**src/rtl/spu_pkg.sv**
```systemverilog
// Shared types and constants for the SPU control path.
// Frame-step tick masks are indexed by the new step number.
package spu_pkg;

  typedef logic [3:0]  ubit4_t;
  typedef logic [8:0]  ubit9_t;
  typedef logic [10:0] ubit11_t;
  typedef logic [11:0] ubit12_t;
  typedef logic [12:0] ubit13_t;

  typedef struct packed {
    logic [2:0] period;
    logic       negate;
    logic [2:0] shift;
  } sweep_cfg_t;

  localparam logic [7:0] STEP_LEN_MASK   = 8'b01010101;
  localparam logic [7:0] STEP_SWEEP_MASK = 8'b01000100;
  localparam logic [7:0] STEP_ENV_MASK   = 8'b10000000;

  localparam int LEN_MAX_SQ   = 64;
  localparam int LEN_MAX_WAVE = 256;

  function automatic ubit12_t sweep_calc(
    input ubit11_t    shadow,
    input logic       negate,
    input logic [2:0] shift
  );
    ubit11_t delta;
    delta = shadow >> shift;
    if (negate)
      sweep_calc = {1'b0, shadow} - {1'b0, delta};
    else
      sweep_calc = {1'b0, shadow} + {1'b0, delta};
  endfunction

endpackage

```
**src/rtl/spu_env_unit.sv**
```systemverilog
// Volume envelope for one square/noise channel.
// Reads the live NRx2 config; clr holds it idle while sound is off.
module spu_env_unit
  import spu_pkg::*;
(
  input  logic       clk,
  input  logic       rst,
  input  logic       clr,
  input  logic       trig,
  input  logic       env_tick,
  input  logic [7:0] cfg,
  output ubit4_t     vol
);

  logic [2:0] timer;

  always_ff @(posedge clk) begin
    if (rst || clr) begin
      vol   <= '0;
      timer <= '0;
    end else if (trig) begin
      vol   <= cfg[7:4];
      timer <= cfg[2:0];
    end else if (env_tick && cfg[2:0] != 3'd0) begin
      if (timer > 3'd1) begin
        timer <= timer - 3'd1;
      end else begin
        timer <= cfg[2:0];
        if (cfg[3] && vol != 4'hF)
          vol <= vol + 4'd1;
        else if (!cfg[3] && vol != 4'h0)
          vol <= vol - 4'd1;
      end
    end
  end

endmodule

```
**src/rtl/spu_frame_sequencer.sv**
```systemverilog
// SPU control half: 512 Hz frame sequencer, length counters,
// envelopes and the ch1 frequency sweep.
module spu_frame_sequencer
  import spu_pkg::*;
#(
  parameter int DIV_MAX = 8191
) (
  input  logic        clk,
  input  logic        rst,
  input  logic        sound_on,
  input  logic [3:0]  trig,
  input  logic [3:0]  len_en,
  input  logic [5:0]  len_init1,
  input  logic [5:0]  len_init2,
  input  logic [7:0]  len_init3,
  input  logic [5:0]  len_init4,
  input  logic [7:0]  env_cfg1,
  input  logic [7:0]  env_cfg2,
  input  logic [7:0]  env_cfg4,
  input  logic        s3_dac,
  input  logic [6:0]  sweep_cfg,
  input  logic [10:0] freq1_init,
  output logic [3:0]  ch_en,
  output logic [3:0]  vol1,
  output logic [3:0]  vol2,
  output logic [3:0]  vol4,
  output logic [10:0] freq1,
  output logic        len_tick,
  output logic        env_tick,
  output logic        sweep_tick
);

  localparam ubit13_t DIV_LAST = ubit13_t'(DIV_MAX);

  logic       clr;
  ubit13_t    div_q;
  logic [2:0] step_q;
  logic [2:0] step_nx;

  assign clr     = !sound_on;
  assign step_nx = step_q + 3'd1;

  always_ff @(posedge clk) begin
    if (rst || clr) begin
      div_q      <= '0;
      step_q     <= '0;
      len_tick   <= 1'b0;
      env_tick   <= 1'b0;
      sweep_tick <= 1'b0;
    end else if (div_q == DIV_LAST) begin
      div_q      <= '0;
      step_q     <= step_nx;
      len_tick   <= STEP_LEN_MASK[step_nx];
      env_tick   <= STEP_ENV_MASK[step_nx];
      sweep_tick <= STEP_SWEEP_MASK[step_nx];
    end else begin
      div_q      <= div_q + 13'd1;
      len_tick   <= 1'b0;
      env_tick   <= 1'b0;
      sweep_tick <= 1'b0;
    end
  end

  sweep_cfg_t sw;
  assign sw = sweep_cfg_t'(sweep_cfg);

  logic [3:0] dac;
  assign dac = {
    env_cfg4[7:3] != 5'd0,
    s3_dac,
    env_cfg2[7:3] != 5'd0,
    env_cfg1[7:3] != 5'd0
  };

  ubit9_t len_ld [4];
  assign len_ld[0] = ubit9_t'(LEN_MAX_SQ)   - {3'b0, len_init1};
  assign len_ld[1] = ubit9_t'(LEN_MAX_SQ)   - {3'b0, len_init2};
  assign len_ld[2] = ubit9_t'(LEN_MAX_WAVE) - {1'b0, len_init3};
  assign len_ld[3] = ubit9_t'(LEN_MAX_SQ)   - {3'b0, len_init4};

  ubit9_t     len_q  [4];
  ubit9_t     len_d  [4];
  logic [3:0] en_d;
  ubit11_t    shadow_q, shadow_d;
  ubit11_t    freq_d;
  logic [3:0] stimer_q, stimer_d;
  logic       sactive_q, sactive_d;
  logic [3:0] s_reload;
  ubit12_t    s_init, s_tick;
  logic       ovf_init, ovf_tick;

  assign s_reload = (sw.period == 3'd0) ? 4'd8 : {1'b0, sw.period};
  assign s_init   = sweep_calc(freq1_init, sw.negate, sw.shift);
  assign s_tick   = sweep_calc(shadow_q, sw.negate, sw.shift);
  assign ovf_init = !sw.negate && s_init[11];
  assign ovf_tick = !sw.negate && s_tick[11];

  always_comb begin
    en_d      = ch_en;
    shadow_d  = shadow_q;
    freq_d    = freq1;
    stimer_d  = stimer_q;
    sactive_d = sactive_q;
    for (int i = 0; i < 4; i++) begin
      len_d[i] = len_q[i];
      if (trig[i]) begin
        len_d[i] = len_ld[i];
        en_d[i]  = dac[i];
      end else if (len_tick && len_en[i] && len_q[i] != 9'd0) begin
        len_d[i] = len_q[i] - 9'd1;
        if (len_q[i] == 9'd1)
          en_d[i] = 1'b0;
      end
    end
    // Sweep may additionally clear ch1 on top of any length result.
    if (trig[0]) begin
      shadow_d  = freq1_init;
      freq_d    = freq1_init;
      stimer_d  = s_reload;
      sactive_d = (sw.period != 3'd0) || (sw.shift != 3'd0);
      if (sw.shift != 3'd0 && ovf_init)
        en_d[0] = 1'b0;
    end else if (sweep_tick && sactive_q) begin
      if (stimer_q > 4'd1) begin
        stimer_d = stimer_q - 4'd1;
      end else begin
        stimer_d = s_reload;
        if (sw.period != 3'd0) begin
          if (ovf_tick) begin
            en_d[0] = 1'b0;
          end else if (sw.shift != 3'd0) begin
            shadow_d = s_tick[10:0];
            freq_d   = s_tick[10:0];
          end
        end
      end
    end
  end

  always_ff @(posedge clk) begin
    if (rst || clr) begin
      ch_en     <= '0;
      freq1     <= '0;
      shadow_q  <= '0;
      stimer_q  <= '0;
      sactive_q <= 1'b0;
      for (int i = 0; i < 4; i++)
        len_q[i] <= '0;
    end else begin
      ch_en     <= en_d;
      freq1     <= freq_d;
      shadow_q  <= shadow_d;
      stimer_q  <= stimer_d;
      sactive_q <= sactive_d;
      for (int i = 0; i < 4; i++)
        len_q[i] <= len_d[i];
    end
  end

  spu_env_unit u_env1 (
    .clk      (clk),
    .rst      (rst),
    .clr      (clr),
    .trig     (trig[0]),
    .env_tick (env_tick),
    .cfg      (env_cfg1),
    .vol      (vol1)
  );

  spu_env_unit u_env2 (
    .clk      (clk),
    .rst      (rst),
    .clr      (clr),
    .trig     (trig[1]),
    .env_tick (env_tick),
    .cfg      (env_cfg2),
    .vol      (vol2)
  );

  spu_env_unit u_env4 (
    .clk      (clk),
    .rst      (rst),
    .clr      (clr),
    .trig     (trig[3]),
    .env_tick (env_tick),
    .cfg      (env_cfg4),
    .vol      (vol4)
  );

endmodule

```
**config.mk**
```make
export PLATFORM = sky130hd
export DESIGN_NAME = spu_frame_sequencer
export DESIGN_NICKNAME = d
export VERILOG_FILES = /design/src/rtl/spu_pkg.sv /design/src/rtl/spu_env_unit.sv /design/src/rtl/spu_frame_sequencer.sv
export SDC_FILE = /design/constraint.sdc
export NUM_CORES = 1
export LEC_CHECK = 0
export ABC_CLOCK_PERIOD_IN_PS = 8210
export BUFFER_PORTS_ARGS = -buffer_cell sky130_fd_sc_hd__buf_2
export CAP_MARGIN = 10
export CORE_UTILIZATION = 63
export DETAILED_ROUTE_END_ITERATION = 10
export PLACE_DENSITY = 0.87
export SYNTH_ARGS = -nofsm -noshare
export SYNTH_HDL_FRONTEND = slang
export SYNTH_HIERARCHICAL = 1
export SYNTH_SLANG_ARGS = --single-unit
export TNS_END_PERCENT = 1
```
**constraint.sdc**
```tcl
create_clock -name clk -period 8.21 [get_ports clk]
set_input_delay 1.642 -clock clk [delete_from_list [all_inputs] [get_ports clk]]
set_output_delay 1.642 -clock clk [all_outputs]
set_load 0.01 [all_outputs]
```
-- After elaboration in Yosys (flattened, before gate mapping)
Memories as Yosys holds them, arrays and structs flattened. A register that Yosys moved wholly into a read port is not among the register bits.
Index checks and enable logic that the tools add are counted.
- register bits after elaboration: 57
- latch bits: 0
- bits in writable memories: 36
- bits in read-only memories: 24
- bits of input ports: 80
- output and inout bits: 30
- word-level logic and storage cells: 204
- memories kept: 4
- $add $sub $neg: 24
- multiply operators: 0
- div/mod/pow operators: 0
- $lt $le $gt $ge: 4
- equal/unequal tests: 13
- shift-type cells: 2
- mux-type cells: 69
- bitwise gates (word level): 5
- reductions and logical operators: 68
- memory list (name ; words ; bits a word ; read ports ; clocked after Yosys merged registers in ; wr ports ; RTL line ; RTL):
    len_q ; 4 ; 9 ; 4 ; 0 ; 4 ; spu_frame_sequencer.sv:81 ; ubit9_t len_q [4];
    (no name shown) ; 8 ; 1 ; 1 ; 1 ; 0 ; spu_frame_sequencer.sv:55 ; sweep_tick <= STEP_SWEEP_MASK[step_nx];
    (no name shown) ; 8 ; 1 ; 1 ; 1 ; 0 ; spu_frame_sequencer.sv:54 ; env_tick <= STEP_ENV_MASK[step_nx];
    (no name shown) ; 8 ; 1 ; 1 ; 1 ; 0 ; spu_frame_sequencer.sv:53 ; len_tick <= STEP_LEN_MASK[step_nx];
- operators by type and width (operator ; count):
    $mux W9 ; 12
    $mux W4 ; 19
    $mux W11 ; 6
    $eq A9 B1 Y1 const B ; 4
    $reduce_bool A9 Y1 ; 4
    $sub A9 B1 Y9 const B ; 4
    $mux W3 ; 9
    $add A11 B11 Y12 ; 2
    $mux W12 ; 2
    $reduce_bool A2 Y1 ; 12
    $reduce_bool A3 Y1 ; 8
    $sub A11 B11 Y12 ; 2
    $sub A7 B6 Y8 const A ; 3
    $shr A11 B3 Y11 ; 2
    $logic_and A1 B1 Y1 ; 21
    $mux W1 ; 21
    $sub A4 B1 Y4 const B ; 4
    $reduce_bool A5 Y1 ; 3
    $add A13 B1 Y13 const B ; 1
    $eq A13 B13 Y1 const B ; 1
    $add A4 B1 Y4 const B ; 3
    $ne A4 B4 Y1 const B ; 3
    $reduce_bool A4 Y1 ; 3
    $ne A2 B2 Y1 const B ; 5
    14 further kinds ; 31

-- Depth between registers and ports, before layout
- word-level depth: 9
- mapped depth: 21
- mapped depth without buffers: 17

-- Cells and area by module
The synthesis kept the hierarchy.
- modules (own cells, without submodules) (module ; times used ; cells an instance ; area each (µm²) ; sequential area each (µm²)):
    spu_frame_sequencer ; 1 ; 742 ; 5979.5 ; 1501.4
    spu_env_unit (u_env1 ...) ; 2 ; 64 ; 549.3 ; 140.1
    spu_env_unit (u_env4) ; 1 ; 67 ; 558.0 ; 140.1

-- Least setup slack after synthesis
Ideal clock, no wire load.
- path type: input -> register
- start: in sweep_cfg[1]
- end: reg shadow_q[10]
- setup time: 0.122 ns
- data arrival time: 5.352 ns
- data required time: 8.088 ns
- setup slack: 2.736 ns
- cell stages on the path: 17
- buffers on the path: 4
- path through: buf_2 > buf_1 > buf_2 > clkbuf_1 > mux4_2 > o21ai_1 > a31oi_1 > xor2_1 > ha_1 > a21o_1 > o21bai_1 > a2111oi_0 > nor3_1 > a21o_1 > a21oi_1 > xnor2_1 > a221o_1
- word-level cells in the longest chain between the ends: 9
- elaborated cells on any way between the ends: 15
- those cells by class: 2 x add/sub; 1 x eq/ne; 1 x shift; 7 x mux; 4 x reduce/logical
- RTL lines (item ; RTL line ; RTL):
    start: declaration ; spu_frame_sequencer.sv:21 ; input logic [6:0] sweep_cfg,
    $shr A11 B3 Y11 ; spu_pkg.sv:30 ; delta = shadow >> shift;
    $add A11 B11 Y12 / $sub A11 B11 Y12 (equally long branches) ; spu_pkg.sv:34, spu_pkg.sv:32 ;
    $mux W12 ; spu_pkg.sv:31 ; if (negate)
    $mux W11 ; spu_frame_sequencer.sv:131 ; end else if (sw.shift != 3'd0) begin
    $mux W11 ; spu_frame_sequencer.sv:129 ; if (ovf_tick) begin
    $mux W11 ; spu_frame_sequencer.sv:128 ; if (sw.period != 3'd0) begin
    $mux W11 ; spu_frame_sequencer.sv:124 ; if (stimer_q > 4'd1) begin
    $mux W11 ; spu_frame_sequencer.sv:123 ; end else if (sweep_tick && sactive_q) begin
    $mux W11 ; spu_frame_sequencer.sv:116 ; if (trig[0]) begin
    end signal: assignment ; spu_frame_sequencer.sv:152 ; shadow_q <= shadow_d;
    end: declaration ; spu_frame_sequencer.sv:84 ; ubit11_t shadow_q, shadow_d;
Several ways; a longest one is shown, not always the timed one. The select of a mux whose other input is x is not followed.
A chain may end at the register's enable or synchronous reset.

-- Final worst setup path
- start: in sweep_cfg[0]
- end: reg shadow_q[2]
The elaborated chain is that of the path after synthesis.

==> impl_metrics.yaml <==
outcome:
  run_status: "finished with violations"
  violated_checks: "design-rule violations"
clock_network:
  worst_skew_pair.late_latency_ns: 0.35
  number_of_buffers_added_by_the_clock_tree_synthesis_step: 9
  postCtsResizedCells: 0
  ctsHoldBuffers: 0
  cts_sinks: 96
  postCtsSetupBuffers: 0
  ctsHtreeMaxLevel: 3
  cts_root_buffer: "clkbuf_16"
  cts_tree: "done"
  cts.path.max_buffers: 2
  clkTransAtPathRegs_ns: 0.07
sta:
  grt_setup_unrepaired: "false"
  timing_worst_slew_pin_value_ns: 1.02
  finalCriticalPeriod_ns: 6.28
  setup-violations-final: 0
  clock_skew_ns: 0.00919
  finalHoldViolations: 0
  final-max-slew-violation-count: 0
  fmax_mhz: 159
  timing.slew.headroom_pct: 32.3
  timing.final.crit_share_pct: 76.4
  totalNegativeSetupSlack_ns: 0
floorplan:
  die_width_um: 112
  design.die.area_mm2: 0.0126
  die_h_um: 112
  start_util_pct: 65.8
  core_region_area_mm2: 0.0116
  row_count: 39
  num_io_pins: 110
layout:
  utilization_pct: 73.2
  n_fill_cell: 927
  layout-area-overhead-vs-synth_pct: 11.4
  layout.cell_area.non_filler_mm2: 0.00851
  final-seq-area_mm2: 0.00192
  share_of_post_route_cells_with_drive_strength_above_1_pct: 16.1
  multiInputGateArea_mm2: 0.00537
  antenna-diode-count: 0
  num-nets-final: 1154
synthesis:
  fraction_of_post_synthesis_cell_area_in_the_top_cell_type_by_area_pct: 25.2
  yosys_warnings: 6
  synth-edff-count: 0
  synth_async_sr_flop_share_pct: 0
  ys_seq_area_share_pct: 25.2
  gate_count_post_synth: 937
  synth_area_mm2: 0.00764
  ys_top_cells_by_area: "dfxtp_1, ha_1, nor2_1"
  synth.avg_cell_area_um2: 8.15
  post-synth-top-area-cell: "dfxtp_1"
  yosys_register_bits: 96
  yosysMostFrequentCell: "nor2_1"
  synth_cell_types: 83
  netlist_top_cells_count: "nor2_1, dfxtp_1, a21oi_1, nand2_1, ha_1"
  synth_nets: 1073
  synth_flop_cell: "dfxtp_1"
global_route:
  grt_max_degree: 49
  global_route.overflow_total: 0
  global_route.usage.total_pct: 28.7
  number_of_antenna_violations_at_the_first_check_in_global_routing: 1
  first_global_vias: 6593
  global_route_wire_length_before_repair_um: 29600
worst_setup_path:
  crit_path_max_fanout: 37
  start_kind: "input port"
  r2r-end: "shadow_q[2]"
  timing.setup.critical_path_class: "input port to register"
  r2r_setup_slack_ns: 3.51
  crit_family: "compound AO/OA/AOI/OAI gates"
  crit_slowest_cell: "a21oi_1"
  reg2reg_start: "shadow_q[7]"
  end_kind: "register"
  worst_r2r_path_depth: 14
  cp_num_buf_inv: 1
  cp.arrival_ns: 6.56
  critical_path_required_ns: 8.50
  critPathMaxStageDelay_ns: 0.79
  crit_chain: "buf_2 > mux2i_1 > mux2i_1 > o311ai_1 > and4_1 > a21oi_1 > o32a_1 > ha_1 > a21o_1 > a211oi_1 > o21ai_0 > a211oi_2 > nor2_2 > a21oi_1 > a221o_1"
drt:
  post_dr_vias_cell: 6.07
  detail_route.first_pass.iterations: 8
  drt_iter0_markers: 502
  wirelength_um: 17300
  route.detailed.drc: 8
  post_drt_wl_per_cell_um: 14.8
  route.vias.total: 7083
  drt.antenna.violating_nets: 0
hold_path:
  hold_path_class: "register to register"
  min-delay-start: "len_q[0][8]"
  whs_path_depth: 1
  timing.hold.worst_endpoint: "len_q[0][8]"
job:
  maxCapViolCount: 0
placed_design:
  port-buffer-count: 109
  routabilityCongestion: 0.898
  dpl.hpwl_um: 12700
  detailed_place.area_mm2: 0.00819
power_and_ir_drop:
  powerDensity_mw_per_mm2: 148
  p_leak_nw: 3.57
  ir_drop_uv: 111
==> flip-flops by register name (all words and copies together) (netlist names) <==
name / cells
u_env4/timer: 3
len_q: 36
len_tick: 1
div_q: 13
ch_en: 4
sweep_tick: 1
u_env1/vol: 4
stimer_q: 4
shadow_q: 11
env_tick: 1
step_q: 3
u_env2/timer: 3
u_env1/timer: 3
sactive_q: 1
u_env4/vol: 4
u_env2/vol: 4
==> logic make-up (layout without fill, tap and decap cells) <==
logic type / count (synthesis) / in the layout / share of synthesized area [%]
AND/OR/NAND/NOR: 350 / 350 / 22.9
AO/OA/AOI/OAI: 224 / 224 / 20.5
flip-flops: 96 / 96 / 25.2
buffers and inverters: 85 / 171 / 4.60
XOR/XNOR: 83 / 83 / 9.52
adder cells (fa/ha/maj): 56 / 56 / 9.57
multiplexers: 43 / 43 / 7.80
==> how the worst max path moves through the flow <==
stage / start / end / slack, ns / depth (start not counted)
after floorplan: sweep_cfg[1] / shadow_q[10] / 2.74 / 17
after global placement: sweep_cfg[0] / shadow_q[2] / 1.87 / 15
after detailed placement: sweep_cfg[0] / shadow_q[7] / 1.70 / 15
after CTS: sweep_cfg[0] / shadow_q[2] / 2.01 / 15
after global routing: sweep_cfg[0] / shadow_q[7] / 1.48 / 15
final: sweep_cfg[0] / shadow_q[2] / 1.93 / 15
==> routing by layer <==
metal	GRT usage [%]	vias up	part of all wire [%]
met5	0	-	0.075
met4	9.60	2	2.2
met3	5.62	38	6.1
met2	48.1	243	47
met1	37.0	3228	45
li1	-	3572	-
==> where the power goes <==
group          internal (mW)  switching (mW)
Clock                  0.269           0.181
Combinational          0.136           0.176
Sequential             0.480          0.0179
Total                  0.885           0.375
==> worst register-to-register path, cell delays in order (launching register included) <==
cell and delay (ns):
dfxtp_1 0.44, mux4_2 0.54, mux2i_1 0.25, ha_1 0.27, and4_1 0.30, a21oi_1 0.09, o32a_1 0.31, ha_1 0.34
a21o_1 0.20, a211oi_1 0.22, o21ai_0 0.18, a211oi_2 0.34, nor2_2 0.08, a21oi_1 0.79, a221o_1 0.29
==> metrics by stage <==
stage | hold slack [ns] | power, mW | setup slack, ns | instances
3_5_place_dp | 0.440 | 0.816 | 1.70 | 1150
3_3_place_gp | 0.434 | 0.807 | 1.87 | 1150
5_1_grt | 0.460 | 1.33 | 1.48 | 1166
4_1_cts | 0.450 | 1.27 | 2.01 | 1166
6_report | 0.447 | 1.26 | 1.93 | 1166
2_1_floorplan | 0.428 | 0.737 | 2.74 | 937
==> area by class of cell <==
| class | instances | share of cell area [%] |
|---|---|---|
| clock buffers | 10 | 2.69 |
| multi-input cells | 756 | 63.1 |
| inverters | 45 | 1.99 |
| repair buffers | 110 | 6.50 |
| clock inverters | 6 | 1.06 |
| flip-flops and latches | 96 | 22.6 |
| well taps | 143 | 2.10 |
==> cells in the final DEF (no fill, tap or decap), types with 25 or more instances in the layout <==
| cell type | instances |
|---|---|
| nor2_1 | 135 |
| buf_2 | 109 |
| dfxtp_1 | 96 |
| a21oi_1 | 58 |
| nand2_1 | 56 |
| ha_1 | 52 |
| xnor2_1 | 45 |
| inv_1 | 44 |
| a211oi_1 | 40 |
| xor2_1 | 38 |
| nor3_1 | 32 |
| o21ai_0 | 28 |
| mux2i_1 | 25 |
No activity file was read; power rests on OpenSTA's default activity.
